--- config.mk ---
export PLATFORM = sky130hd
export DESIGN_NAME = mem_access_flat
export DESIGN_NICKNAME = d
export VERILOG_FILES = /design/src/rtl/mem_access_pkg.sv /design/src/rtl/mem_access_if.sv /design/src/rtl/mem_access_align.sv /design/src/rtl/mem_access.sv /design/src/flat_wrapper.sv
export SDC_FILE = /design/constraint.sdc
export NUM_CORES = 1
export LEC_CHECK = 0
export ABC_CLOCK_PERIOD_IN_PS = 2200
export BUFFER_PORTS_ARGS = -buffer_cell sky130_fd_sc_hd__clkbuf_2
export CAP_MARGIN = 10
export CORE_MARGIN = 3
export CORE_UTILIZATION = 50
export CTS_CLUSTER_SIZE = 28
export DETAILED_ROUTE_END_ITERATION = 10
export PLACE_DENSITY = 0.85
export SLEW_MARGIN = 20
export SYNTH_ARGS = -nofsm -noshare
export SYNTH_HDL_FRONTEND = slang
export SYNTH_HIERARCHICAL = 1
export SYNTH_SLANG_ARGS = --single-unit
--- constraint.sdc ---
create_clock -name i_clk -period 2.2 [get_ports i_clk]
set_clock_uncertainty 0.15 [all_clocks]
set_input_delay 0.22 -clock i_clk [delete_from_list [all_inputs] [get_ports i_clk]]
set_output_delay 0.22 -clock i_clk [all_outputs]
set_load 0.01 [all_outputs]
--- src/rtl/mem_access_pkg.sv ---
// rtl/mem_access_pkg.sv - shared widths, size codes and FSM encodings for the MEM stage
package mem_access_pkg;

  localparam int XLEN = 32;

  localparam logic [2:0] LS_B  = 3'b000;
  localparam logic [2:0] LS_H  = 3'b001;
  localparam logic [2:0] LS_W  = 3'b010;
  localparam logic [2:0] LS_BU = 3'b100;
  localparam logic [2:0] LS_HU = 3'b101;

  localparam logic [1:0] ST_IDLE = 2'd0;
  localparam logic [1:0] ST_BUSY = 2'd1;
  localparam logic [1:0] ST_DONE = 2'd2;

  typedef enum logic [1:0] {SZ_BYTE, SZ_HALF, SZ_WORD} size_e;

  // Unlisted f3 codes fall through to a word access.
  function automatic size_e f3_size(input logic [2:0] f3);
    case (f3)
      LS_B, LS_BU: return SZ_BYTE;
      LS_H, LS_HU: return SZ_HALF;
      default:     return SZ_WORD;
    endcase
  endfunction

endpackage

--- src/rtl/mem_access_if.sv ---
// rtl/mem_access_if.sv - single-outstanding req/ack data bus between MEM stage and memory
interface mem_access_if;
  import mem_access_pkg::*;

  logic            req;
  logic            we;
  logic [XLEN-1:0] addr;
  logic [XLEN-1:0] wdata;
  logic [3:0]      be;
  logic            ack;
  logic [XLEN-1:0] rdata;
  logic            err;

  modport master (output req, we, addr, wdata, be, input ack, rdata, err);
  modport slave  (input req, we, addr, wdata, be, output ack, rdata, err);

endinterface

--- src/rtl/mem_access_align.sv ---
// rtl/mem_access_align.sv - combinational store lane/byte-enable formatting, misalign detect, load extract
module mem_align
  import mem_access_pkg::*;
(
  input  logic [2:0]      f3,
  input  logic [1:0]      offset,
  input  logic [XLEN-1:0] wdata,
  output logic [XLEN-1:0] lane_wdata,
  output logic [3:0]      be,
  output logic            misaligned,
  input  logic [2:0]      load_f3,
  input  logic [1:0]      load_offset,
  input  logic [XLEN-1:0] rdata,
  output logic [XLEN-1:0] load_data
);

  size_e           st_size;
  size_e           ld_size;
  logic [XLEN-1:0] shifted;

  always_comb begin
    st_size    = f3_size(f3);
    lane_wdata = wdata;
    be         = 4'b1111;
    misaligned = 1'b0;
    case (st_size)
      SZ_BYTE: begin
        lane_wdata = {4{wdata[7:0]}};
        be         = 4'b0001 << offset;
      end
      SZ_HALF: begin
        lane_wdata = {2{wdata[15:0]}};
        be         = 4'b0011 << {offset[1], 1'b0};
        misaligned = offset[0];
      end
      default: misaligned = |offset;
    endcase
  end

  // f3[2] marks the unsigned variants (BU/HU).
  always_comb begin
    ld_size   = f3_size(load_f3);
    shifted   = rdata >> {load_offset, 3'b000};
    load_data = shifted;
    case (ld_size)
      SZ_BYTE: load_data = {{24{shifted[7] & ~load_f3[2]}}, shifted[7:0]};
      SZ_HALF: load_data = {{16{shifted[15] & ~load_f3[2]}}, shifted[15:0]};
      default: load_data = shifted;
    endcase
  end

endmodule

--- src/rtl/mem_access.sv ---
// rtl/mem_access.sv - MEM stage load/store unit: issue FSM, bus registers and pipeline stall
module mem_access
  import mem_access_pkg::*;
(
  input  logic            i_clk,
  input  logic            i_rst_n,
  input  logic [XLEN-1:0] i_addr,
  input  logic [XLEN-1:0] i_wdata,
  input  logic            i_rd,
  input  logic            i_wr,
  input  logic [2:0]      i_f3,
  output logic [XLEN-1:0] o_rdata,
  output logic            o_stall,
  output logic            o_misaligned,
  output logic            o_fault,
  mem_access_if.master    bus
);

  logic [1:0]      state;
  logic            req_q;
  logic            we_q;
  logic [XLEN-1:0] addr_q;
  logic [XLEN-1:0] wdata_q;
  logic [3:0]      be_q;
  logic [1:0]      off_q;
  logic [2:0]      f3_q;
  logic [XLEN-1:0] rdata_q;
  logic            fault_q;

  logic [XLEN-1:0] lane_wdata;
  logic [XLEN-1:0] load_data;
  logic [3:0]      lane_be;
  logic            mis;
  logic            access;

  mem_align u_align (
    .f3          (i_f3),
    .offset      (i_addr[1:0]),
    .wdata       (i_wdata),
    .lane_wdata  (lane_wdata),
    .be          (lane_be),
    .misaligned  (mis),
    .load_f3     (f3_q),
    .load_offset (off_q),
    .rdata       (bus.rdata),
    .load_data   (load_data)
  );

  assign access       = i_rd | i_wr;
  assign o_stall      = access & ~mis & (state != ST_DONE);
  assign o_misaligned = access & mis & (state == ST_IDLE);

  // DONE lets the pipeline advance past the instruction whose rd/wr is still asserted.
  always_ff @(posedge i_clk or negedge i_rst_n) begin
    if (!i_rst_n) begin
      state   <= ST_IDLE;
      req_q   <= 1'b0;
      we_q    <= 1'b0;
      addr_q  <= '0;
      wdata_q <= '0;
      be_q    <= '0;
      off_q   <= '0;
      f3_q    <= '0;
      rdata_q <= '0;
      fault_q <= 1'b0;
    end else begin
      case (state)
        ST_IDLE: begin
          if (access && !mis) begin
            req_q   <= 1'b1;
            we_q    <= i_wr;
            addr_q  <= {i_addr[XLEN-1:2], 2'b00};
            wdata_q <= lane_wdata;
            be_q    <= lane_be;
            off_q   <= i_addr[1:0];
            f3_q    <= i_f3;
            state   <= ST_BUSY;
          end
        end
        ST_BUSY: begin
          if (bus.ack) begin
            req_q   <= 1'b0;
            fault_q <= bus.err;
            if (!we_q) rdata_q <= bus.err ? '0 : load_data;
            state   <= ST_DONE;
          end
        end
        ST_DONE: begin
          fault_q <= 1'b0;
          state   <= ST_IDLE;
        end
        default: state <= ST_IDLE;
      endcase
    end
  end

  assign bus.req   = req_q;
  assign bus.we    = we_q;
  assign bus.addr  = addr_q;
  assign bus.wdata = wdata_q;
  assign bus.be    = be_q;
  assign o_rdata   = rdata_q;
  assign o_fault   = fault_q;

endmodule

--- src/flat_wrapper.sv ---
// flat-port wrapper written by rule: the top's interface ports become plain ports
module mem_access_flat import mem_access_pkg::*;
  (i_clk, i_rst_n, i_addr, i_wdata, i_rd, i_wr, i_f3, o_rdata, o_stall, o_misaligned, o_fault, bus_req, bus_we, bus_addr, bus_wdata, bus_be, bus_ack, bus_rdata, bus_err);
  mem_access_if bus_i ();
  input  logic i_clk;
  input  logic i_rst_n;
  input  logic [XLEN-1:0] i_addr;
  input  logic [XLEN-1:0] i_wdata;
  input  logic i_rd;
  input  logic i_wr;
  input  logic [2:0] i_f3;
  output logic [XLEN-1:0] o_rdata;
  output logic o_stall;
  output logic o_misaligned;
  output logic o_fault;
  output wire logic [$bits(bus_i.req)-1:0] bus_req;
  output wire logic [$bits(bus_i.we)-1:0] bus_we;
  output wire logic [$bits(bus_i.addr)-1:0] bus_addr;
  output wire logic [$bits(bus_i.wdata)-1:0] bus_wdata;
  output wire logic [$bits(bus_i.be)-1:0] bus_be;
  input wire logic [$bits(bus_i.ack)-1:0] bus_ack;
  input wire logic [$bits(bus_i.rdata)-1:0] bus_rdata;
  input wire logic [$bits(bus_i.err)-1:0] bus_err;
  assign bus_req = bus_i.req;
  assign bus_we = bus_i.we;
  assign bus_addr = bus_i.addr;
  assign bus_wdata = bus_i.wdata;
  assign bus_be = bus_i.be;
  assign bus_i.ack = bus_ack;
  assign bus_i.rdata = bus_rdata;
  assign bus_i.err = bus_err;
  mem_access u_core (.i_clk(i_clk), .i_rst_n(i_rst_n), .i_addr(i_addr), .i_wdata(i_wdata), .i_rd(i_rd), .i_wr(i_wr), .i_f3(i_f3), .o_rdata(o_rdata), .o_stall(o_stall), .o_misaligned(o_misaligned), .o_fault(o_fault), .bus(bus_i));
endmodule
==> results.json <==
{
  "crit_path_max_fanout": 22,
  "synth_mux_area_frac": 0.232,
  "cts_buffers": 9,
  "yosysWarnings": 6,
  "crit_arrival_ps": 2200,
  "setup_tns_ps": 0,
  "period_needed_ps": 2090,
  "netlist.area_leader.share": 0.489,
  "die_area_mm2": 0.0124,
  "vias": 4651,
  "reg2reg_depth": 5,
  "r2r_setup_slack_ps": 180,
  "slew_headroom": 0.621,
  "via_per_inst": 5.43,
  "clk-insertion-delay-late_ps": 370,
  "drt-wirelength-per-cell_um": 18.4,
  "whs_endpoint": "u_core/off_q[1]",
  "fin_ws_ps": 106,
  "synth_most_common_cell": "dfrtp_1",
  "fill_cells": 718,
  "synth-simple-area-share": 0.109,
  "max_freq_mhz": 477,
  "ys_seq_area_frac": 0.489,
  "drt-total-wl_um": 15800,
  "worst_pin_slew_ps": 568,
  "die_h_um": 111,
  "rsz0062_at_grt": "no",
  "ys_async_sr_fraction": 1.00,
  "grt_pass1_wl_um": 25400,
  "firstDrtPassIters": 5,
  "ys_types": 37,
  "crit_path_end_kind": "flop",
  "worstSetupPathType": "in -> reg",
  "drt_iter0_drc": 341,
  "status": "complete, no violations",
  "synthAdderAreaFrac": 0,
  "htree_levels": 3,
  "cp.required_ps": 2310,
  "io_pins": 210,
  "synth_common_cells": "dfrtp_1 (108), mux2_1 (58), nand2_1 (57), o21ai_0 (48), mux2_2 (39)",
  "synth_top_area_cell": "dfrtp_1",
  "finalCritPeriodShare": 0.952,
  "clk_pin_slew_worst_paths_ps": 110,
  "synthTopCellsByArea": "dfrtp_1 (49%), mux2_1 (12%), mux2_2 (7.9%)",
  "rows": 37,
  "drive_gt1_frac": 0.401,
  "portBuffers": 207,
  "diodes": 0,
  "place_ws_ps": 101,
  "ir_drop_v": 0.000651,
  "synth-seq-cells": 108,
  "core_area_mm2": 0.0106,
  "syn2layout_area_growth_pct": 31.5,
  "synthXorXnorAreaFrac": 0,
  "whs_path_depth": 2,
  "report.final.slew_viol_count": 0,
  "die_x_um": 111,
  "powerDensity_mw_per_mm2": 1210,
  "critPathLaunchType": "primary input",
  "grt_max_degree": 109,
  "cts_buffer_depth": 2,
  "synth-edff-count": 0,
  "hp-class": "in -> reg",
  "nNetsFinal": 821,
  "synth.avg_cell_area_um2": 11.4,
  "r2r_end": "u_core/o_rdata[19]",
  "dp_hpwl_um": 10600,
  "maxCapViolCount": 0,
  "synth_compound_area_frac": 0.114,
  "synth_area_mm2": 0.00553,
  "grt.overflow.total": 0,
  "setup-violations-final": 0,
  "grt_pass1_vias": 4928,
  "clock-sinks": 108,
  "ant_nets": 0,
  "p_leak_nw": 3.45,
  "clock-root-buffer": "clkbuf_8",
  "gp_congestion": 0.942,
  "drc": 0,
  "synthFlopType": "dfrtp_1",
  "synthCells": 486,
  "antenna_found_initial": 0,
  "cts_tree": "done",
  "hold_viol_final": 0,
  "reg2reg_from": "u_core/off_q[1]",
  "min_from": "i_addr[1]",
  "synth_top_family_by_area": "multiplexers",
  "start_util": 0.524,
  "grtUsageTotal": 0.255
}
kinds of logic after synthesis:
logic type | Yosys count
AOI/OAI and AO/OA | 98
buffers and inverters | 50
DFF | 108
muxes | 114
other | 1
and+or+nand+nor | 115
sequential cells by signal (all words and copies together) (netlist names):
register,cells
u_core/state,2
u_core/bus.be,4
u_core/off_q,2
u_core/bus.we,1
u_core/o_fault,1
u_core/f3_q,3
u_core/o_rdata,32
u_core/bus.req,1
u_core/bus.addr,30
u_core/bus.wdata,32
routing by layer:
layer  up-vias  GRT usage  part of all wire
met1      2241      0.303              0.39
met5         -          0                 0
li1       2154          -                 -
met3        28     0.0753             0.089
met4         0     0.0925             0.024
met2       228      0.438              0.50
cells in the final DEF (no fill, tap or decap), types with 2 or more instances in the layout:
cell and n:
o21ai_0 48, clkbuf_8 9, clkinvlp_4 3, nor3b_2 2, conb_1 2, a21o_1 2, nand2_1 57, a211oi_1 7
mux2i_1 15, dfrtp_1 108, inv_1 5, nor2_1 5, clkbuf_2 206, buf_4 12, mux2_2 39, o211ai_1 16
bufinv_16 3, o21bai_1 3, buf_12 3, nor2b_1 9, a2bb2oi_1 7, dlygate4sd3_1 42, mux2_1 58, nand2b_1 33
a21oi_1 9
worst max-delay path by stage:
stage	start	end	slack (ps)	cells after the start
CTS	i_addr[0]	o_misaligned	60	6
finish	i_addr[0]	u_core/bus.addr[12]	110	7
global route	i_addr[0]	u_core/bus.addr[31]	40	7
floorplan	i_f3[1]	u_core/bus.addr[10]	220	6
global placement	u_core/off_q[1]	u_core/o_rdata[31]	220	5
detailed placement	u_core/off_q[1]	u_core/o_rdata[21]	100	5
final cells by class:
class | instances | area, µm² | area share
multi-input cells | 329 | 2530 | 0.348
inverters | 5 | 18.8 | 0.00258
clock buffers | 9 | 124 | 0.0170
repair buffers | 263 | 1600 | 0.220
flip-flops and latches | 108 | 2700 | 0.372
well taps | 136 | 170 | 0.0234
clock inverters | 7 | 124 | 0.0170
critical path, cell delays in order:
cell,delay (ps)
dlygate4sd3_1,550
clkbuf_2,150
a21oi_1,170
nor2_2,90
nor4_4,290
buf_4,360
mux2_1,380
timing repair:
| action | 4_1_cts | 5_1_grt |
|---|---|---|
| buffers inserted | 0 | 1 |
| setup endpoints to repair | 0 | 17 |
| endpoints found under the hold margin | 149 | 0 |
| resized for setup | 0 | 2 |
| hold buffers | 42 | 0 |
stage by stage:
step / instances / cell area, µm² / power [mW] / hold slack [ps] / utilization
5_1_grt: 857 / 7270 / 9.35 / 22.5 / 0.689
6_report: 857 / 7270 / 8.77 / 32.3 / 0.689
3_5_place_dp: 798 / 6580 / 7.18 / 185 / 0.623
2_1_floorplan: 487 / 5530 / 5.68 / -226 / -
3_3_place_gp: 798 / 6580 / 6.97 / 181 / 0.623
4_1_cts: 856 / 7240 / 8.73 / 2.43 / 0.686
report_power, final:
| group | internal [mW] | leakage [nW] | switching [mW] | total (mW) |
|---|---|---|---|---|
| Clock | 0.764 | 0.114 | 0.711 | 1.47 |
| Sequential | 2.88 | 1.32 | 0.577 | 3.46 |
| Combinational | 1.75 | 2.02 | 2.09 | 3.84 |
(Power assumes the default switching activity.)
